===== src/rtl/fib_pkg.sv =====
// Shared definitions for the Fibonacci term BCD converter: default widths,
// FIFO entry layout, conversion FSM states and the double-dabble digit step.
package fib_pkg;

  localparam int IN_W_DEF  = 6;
  localparam int CNT_W_DEF = 4;
  localparam int DEPTH_DEF = 4;
  localparam int DIGIT_W   = 4;

  // FIFO entry layout, LSB first: ones digit, tens digit, term index, restart flag.
  localparam int ONES_LSB  = 0;
  localparam int TENS_LSB  = DIGIT_W;
  localparam int INDEX_LSB = 2 * DIGIT_W;

  function automatic int restart_pos(int cnt_w);
    return INDEX_LSB + cnt_w;
  endfunction

  function automatic int entry_w(int cnt_w);
    return INDEX_LSB + cnt_w + 1;
  endfunction

  typedef enum logic {
    ST_IDLE = 1'b0,
    ST_CONV = 1'b1
  } state_t;

  // One double-dabble correction: a digit of 5 or more would carry wrongly
  // after the next doubling, so bias it by 3 first.
  function automatic logic [DIGIT_W-1:0] bcd_adjust(logic [DIGIT_W-1:0] d);
    return (d >= 4'd5) ? d + 4'd3 : d;
  endfunction

endpackage


===== src/rtl/fib_sync_fifo.sv =====
// Small synchronous FIFO. A push into a full FIFO is accepted only when a pop
// happens on the same edge; otherwise the push is discarded (caller flags it).
module fib_sync_fifo #(
  parameter int WIDTH = 8,
  parameter int DEPTH = 4
) (
  input  logic             clock,
  input  logic             reset,
  input  logic             push,
  input  logic [WIDTH-1:0] wdata,
  input  logic             pop,
  output logic [WIDTH-1:0] rdata,
  output logic             full,
  output logic             empty
);

  localparam int AW = $clog2(DEPTH);

  logic [WIDTH-1:0] mem [DEPTH];
  logic [AW-1:0]    wr_ptr;
  logic [AW-1:0]    rd_ptr;
  logic [AW:0]      count;
  logic             wr_en;
  logic             rd_en;

  assign full  = (count == (AW+1)'(DEPTH));
  assign empty = (count == '0);
  assign wr_en = push && (!full || pop);
  assign rd_en = pop && !empty;
  assign rdata = mem[rd_ptr];

  // Storage array: written on accepted pushes only.
  // NOTE: the data array is deliberately left out of reset; only the pointers
  // and count decide validity, so resetting it would only cost flops.
  always_ff @(posedge clock) begin
    if (wr_en) mem[wr_ptr] <= wdata;
  end

  // Pointer and occupancy bookkeeping; pointers wrap naturally at DEPTH.
  // NOTE: sequential state uses non-blocking assignment so every flop samples
  // pre-edge values regardless of statement order.
  always_ff @(posedge clock or negedge reset) begin
    if (!reset) begin
      wr_ptr <= '0;
      rd_ptr <= '0;
      count  <= '0;
    end else begin
      if (wr_en) wr_ptr <= wr_ptr + AW'(1);
      if (rd_en) rd_ptr <= rd_ptr + AW'(1);
      case ({wr_en, rd_en})
        2'b10:   count <= count + (AW+1)'(1);
        2'b01:   count <= count - (AW+1)'(1);
        default: count <= count;
      endcase
    end
  end

endmodule


===== src/rtl/fib_term_bcd.sv =====
// Converts incoming Fibonacci terms to two BCD digits with a sequential
// double-dabble engine, tags them with index/restart and queues the results.
module fib_term_bcd
  import fib_pkg::*;
#(
  parameter int IN_W  = IN_W_DEF,
  parameter int DEPTH = DEPTH_DEF,
  parameter int CNT_W = CNT_W_DEF
) (
  input  logic             clock,
  input  logic             reset,
  input  logic [IN_W-1:0]  term,
  input  logic             in_valid,
  output logic             out_valid,
  input  logic             out_ready,
  output logic [3:0]       out_tens,
  output logic [3:0]       out_ones,
  output logic [CNT_W-1:0] out_index,
  output logic             out_restart,
  output logic             overflow,
  output logic             busy
);

  localparam int SR_W      = 2 * DIGIT_W + IN_W;
  localparam int ITER_W    = $clog2(IN_W + 1);
  localparam int ENTRY_W   = entry_w(CNT_W);
  localparam int RESTART_B = restart_pos(CNT_W);

  state_t             state, state_next;
  logic [SR_W-1:0]    sr;
  logic [SR_W-1:0]    sr_adj;
  logic [SR_W-1:0]    sr_shift;
  logic [ITER_W-1:0]  iter;
  logic [CNT_W-1:0]   cnt;
  logic [IN_W-1:0]    prev_term;
  logic               cur_restart;
  logic [CNT_W-1:0]   cur_index;
  logic               start_restart;
  logic [CNT_W-1:0]   start_index;
  logic               accept;
  logic               done;
  logic [ENTRY_W-1:0] push_data;
  logic [ENTRY_W-1:0] head;
  logic               fifo_full;
  logic               fifo_empty;
  logic               fifo_pop;
  logic               push_drop;

  assign accept        = (state == ST_IDLE) && in_valid;
  assign done          = (state == ST_CONV) && (iter == ITER_W'(IN_W - 1));
  assign start_restart = (term < prev_term);
  assign start_index   = start_restart ? '0 : cnt;

  // FSM state register.
  always_ff @(posedge clock or negedge reset) begin
    if (!reset) state <= ST_IDLE;
    else        state <= state_next;
  end

  // FSM next state and busy flag.
  // NOTE: every output of a combinational block gets a default first so no
  // path through it can leave a value held, which would infer a latch.
  always_comb begin
    state_next = state;
    busy       = 1'b0;
    case (state)
      ST_IDLE: if (in_valid) state_next = ST_CONV;
      ST_CONV: begin
        busy = 1'b1;
        if (done) state_next = ST_IDLE;
      end
      default: state_next = ST_IDLE;
    endcase
  end

  // One double-dabble step: correct both BCD digits, then shift the whole register.
  always_comb begin
    sr_adj = sr;
    sr_adj[SR_W-1 -: DIGIT_W]         = bcd_adjust(sr[SR_W-1 -: DIGIT_W]);
    sr_adj[SR_W-1-DIGIT_W -: DIGIT_W] = bcd_adjust(sr[SR_W-1-DIGIT_W -: DIGIT_W]);
    sr_shift = sr_adj << 1;
  end

  // Conversion datapath, term index counter and previous-term tracking.
  always_ff @(posedge clock or negedge reset) begin
    if (!reset) begin
      sr          <= '0;
      iter        <= '0;
      cnt         <= '0;
      prev_term   <= '0;
      cur_restart <= 1'b0;
      cur_index   <= '0;
    end else if (accept) begin
      sr          <= {{(2*DIGIT_W){1'b0}}, term};
      iter        <= '0;
      cur_restart <= start_restart;
      cur_index   <= start_index;
      cnt         <= start_index + CNT_W'(1);
      prev_term   <= term;
    end else if (state == ST_CONV) begin
      sr   <= sr_shift;
      iter <= iter + ITER_W'(1);
    end
  end

  // The final step's shifted value is pushed directly, so no extra state is needed.
  assign push_data = {cur_restart, cur_index, sr_shift[SR_W-1 -: 2*DIGIT_W]};
  assign fifo_pop  = out_valid && out_ready;
  assign push_drop = done && fifo_full && !fifo_pop;

  fib_sync_fifo #(
    .WIDTH (ENTRY_W),
    .DEPTH (DEPTH)
  ) u_fifo (
    .clock (clock),
    .reset (reset),
    .push  (done),
    .wdata (push_data),
    .pop   (fifo_pop),
    .rdata (head),
    .full  (fifo_full),
    .empty (fifo_empty)
  );

  // Sticky loss flag: a term arriving while busy or a result hitting a full FIFO.
  always_ff @(posedge clock or negedge reset) begin
    if (!reset)                                        overflow <= 1'b0;
    else if ((in_valid && state == ST_CONV) || push_drop) overflow <= 1'b1;
  end

  // Head fields are forced to zero when empty so the outputs are defined after reset.
  assign out_valid   = !fifo_empty;
  assign out_tens    = out_valid ? head[TENS_LSB +: DIGIT_W] : '0;
  assign out_ones    = out_valid ? head[ONES_LSB +: DIGIT_W] : '0;
  assign out_index   = out_valid ? head[INDEX_LSB +: CNT_W] : '0;
  assign out_restart = out_valid && head[RESTART_B];

endmodule


===== config.mk =====
export PLATFORM = sky130hd
export DESIGN_NAME = fib_term_bcd
export DESIGN_NICKNAME = d
export VERILOG_FILES = /design/src/rtl/fib_pkg.sv /design/src/rtl/fib_sync_fifo.sv /design/src/rtl/fib_term_bcd.sv
export SDC_FILE = /design/constraint.sdc
export NUM_CORES = 1
export LEC_CHECK = 0
export CORE_ASPECT_RATIO = 0.8
export CORE_MARGIN = 1.5
export CORE_UTILIZATION = 63
export DETAILED_ROUTE_END_ITERATION = 10
export PLACE_DENSITY_LB_ADDON = 0.1
export SYNTH_ARGS = -nofsm -noshare
export SYNTH_HDL_FRONTEND = slang
export SYNTH_SLANG_ARGS = --single-unit

===== constraint.sdc =====
create_clock -name clock -period 4.6 [get_ports clock]
set_clock_uncertainty 0.2 [all_clocks]
set_input_delay 1.38 -clock clock [delete_from_list [all_inputs] [get_ports clock]]
set_output_delay 1.38 -clock clock [all_outputs]
set_load 0.01 [all_outputs]

==> results.md <==
- Remaining antenna violation count: 0
- CP Data Required Time: 3.02 ns
- # rows: 26
- Leak: 1.81 nW
- Hold_sp: overflow
- CP Buf/Inv Count: 2
- Max_slew headroom: 38.5%
- Achievable clock frequency: 266 MHz
- Hold Path Class: flop to flop
- Crit path launch type: flop
- Hold WS: 0.277 ns
- Port Buffer Count: 25
- Crit path max-delay cell type: mux4_2
- Critical-path cell list: buf_4 -> mux4_2 -> and2_1 -> clkdlybuf4s50_1
- Postcts setup bufs: 0
- Largest fanout on the critical path: 15
- Fin util: 72.4%
- Clk pin slew, worst setup/hold paths: 0.09 ns
- GR Util met3: 6.97%
- Synth async-reset ratio: 44.1%
- Net Count, Synth: 319
- WL per Instance: 16.6 um
- Area of the core: 0.00634 mm^2
- Primary FF master, synth: edfxtp_1
- DP Area: 0.00442 mm^2
- Resized Gates After CTS: 0
- Pwr/cell area: 663 mW/mm^2
- DP Worst Slack: 0.686 ns
- 1st-iter DRT viols: 148
- Initial antenna violation count: 0
- Final Cell Area: 0.00459 mm^2
- H-tree Lvls: 3
- IO Pins: 26
- Largest net degree at the start of global routing: 42
- Number of global-route vias before repair: 2235
- Setup_tns: 0 ns
- Worst Setup SP: u_fifo.rd_ptr[0]
- Final Critical Period: 3.76 ns
- Area share of the largest cell type after synthesis: 38.0%
- Critical path's top delay family: buffers and inverters
- R2r setup slk: 2.03 ns
- NumNets Final: 347
- Synth warn: 0
- Worst VDD drop: 0.455 mV
- Fin worst setup slack: 0.839 ns
- Clk_lat worst skew: 0.35 ns
- Commonest cells post-synth: edfxtp_1, dfrtp_1, nand2_1
- DR vias/cell: 5.52
- Critical path start-end classification: flop to primary output
- Number of distinct library cells after synthesis: 42
- Pins Over Slew Limit: 0
- Sink count of the clock tree: 93
- Synth Area per Inst: 14.1 um^2
- Pre-Repair DR Iteration Count: 4
- Area Growth Syn to Fin: 11.6%
- RSZ-0062 raised after global routing: no
- Measured slew at the worst slew-check pin: 0.923 ns
- CTS root buffer: clkbuf_8
- Area of the multi-input gates: 0.00140 mm^2
- GR Util All Layers: 22.0%
- Sequential cell area: 0.00259 mm^2
- Layout Cells excl Fill: 408
- Run status: complete, no violations
- Clock buffer depth: 2
- Met1 Track Usage GR: 29.4%
- Max cap viols: 0
- Post-synth EDFFs: 52
- CTS tree: built
- Cell count after synthesis: 291
- Hold Buf Count CTS: 0
- Filler Cells Inserted: 410
- Crit path largest cell delay: 0.57 ns
- Routability cong.: 0.768
- Die Ht: 75.3 um
- Total power: 3.05 mW
- M2 GR Usage: 35.6%
- Largest cells by area after synthesis: edfxtp_1, dfrtp_1, mux4_2
- Gr ovfl total: 0
- TritonCTS buffer count: 9
- Top-count cell post-synth: edfxtp_1
- Initial core utilization: 64.9%
- Antenna Cells: 0
- Hold Vio Cnt, Final: 0
- R2r startpoint: u_fifo.count[0]
- Register area share after synthesis: 62.9%
- Die W: 93.3 um
- WP data arrival: 2.18 ns
- CP Capture Type: primary output
- GR peak layer: met2
- Drc violations: 0
- Seq cells post-synth: 93
- Post-DP HPWL: 4700 um
- Detailed-route via count: 2252
- Layout cells sized above 1: 12.3%
- Die area: 0.00703 mm^2
- # placed instances: 392
- Synth area leader: edfxtp_1
- Final setup viols: 0
- Final worst path period share: 81.8%
- Final WL: 6770 um
- Global-route wire length before repair: 11000 um
- Cell area after synthesis: 0.00411 mm^2
## cell usage in the layout, fill, tap and decap left out, types with 7 or more instances in the layout
| cell | synthesis | final |
|---|---|---|
| ha_1 | 17 | 17 |
| mux4_2 | 13 | 13 |
| clkbuf_8 | 0 | 10 |
| dfrtp_1 | 41 | 41 |
| clkdlybuf4s50_1 | 0 | 24 |
| inv_1 | 16 | 16 |
| mux2i_1 | 7 | 7 |
| edfxtp_1 | 52 | 52 |
| a22o_1 | 7 | 7 |
| nor2_1 | 7 | 7 |
| o21ai_0 | 16 | 16 |
| and2_1 | 18 | 18 |
| nand2_1 | 37 | 37 |
## path summary, 6_finish.rpt
| kind | depth (start not counted) | to |
|---|---|---|
| max in group asynchronous | 1 | sr[7] |
| min | 1 | overflow |
| max | 4 | out_index[0] |
| min in group asynchronous | 1 | u_fifo.rd_ptr[1] |
| max reg2reg | 9 | u_fifo.count[2] |
| min reg2reg | 1 | overflow |
## area by class of cell
class / count / share of cell area [%]
Clock buffer: 12 / 3.16
Inverter: 16 / 1.31
Tap cell: 84 / 2.29
Clock inverter: 4 / 0.518
Sequential cell: 93 / 56.3
Multi-Input combinational cell: 171 / 30.6
Timing Repair Buffer: 28 / 5.83
## cell families (layout without fill, tap and decap cells)
family / after synthesis / in the layout / share of synthesized area [%]
buffers and inverters: 27 / 60 / 2.98
AND/OR/NAND/NOR: 83 / 83 / 10.1
multiplexers: 22 / 22 / 9.46
adder cells (fa/ha/maj): 18 / 18 / 5.66
XOR/XNOR: 9 / 9 / 1.92
flip-flops: 93 / 93 / 62.9
AO/OA/AOI/OAI: 39 / 39 / 7.00
## state kept, by name, summed over array words and instances (netlist names)
name and flops:
u_fifo.wr_ptr 2, cnt 4, u_fifo.mem 52, cur_restart 1
u_fifo.rd_ptr 2, state 1, u_fifo.count 3, overflow 1
sr 14, prev_term 6, cur_index 4, iter 3
## power by group
part	switching (mW)	total, mW	internal (mW)	leakage [nW]
Sequential	0.168	1.36	1.19	0.974
Clock	0.251	0.460	0.209	0.0800
Combinational	0.610	1.23	0.616	0.751
## layer usage
metal | part of all wire (%) | up-vias | wire length (um)
li1 | - | 1100 | -
met1 | 46 | 1096 | 3150
met2 | 49 | 52 | 3300
met3 | 3.9 | 4 | 263
met4 | 0.86 | 0 | 58
met5 | 0 | - | 0
Note: power is estimated with default switching activity, not from simulation.
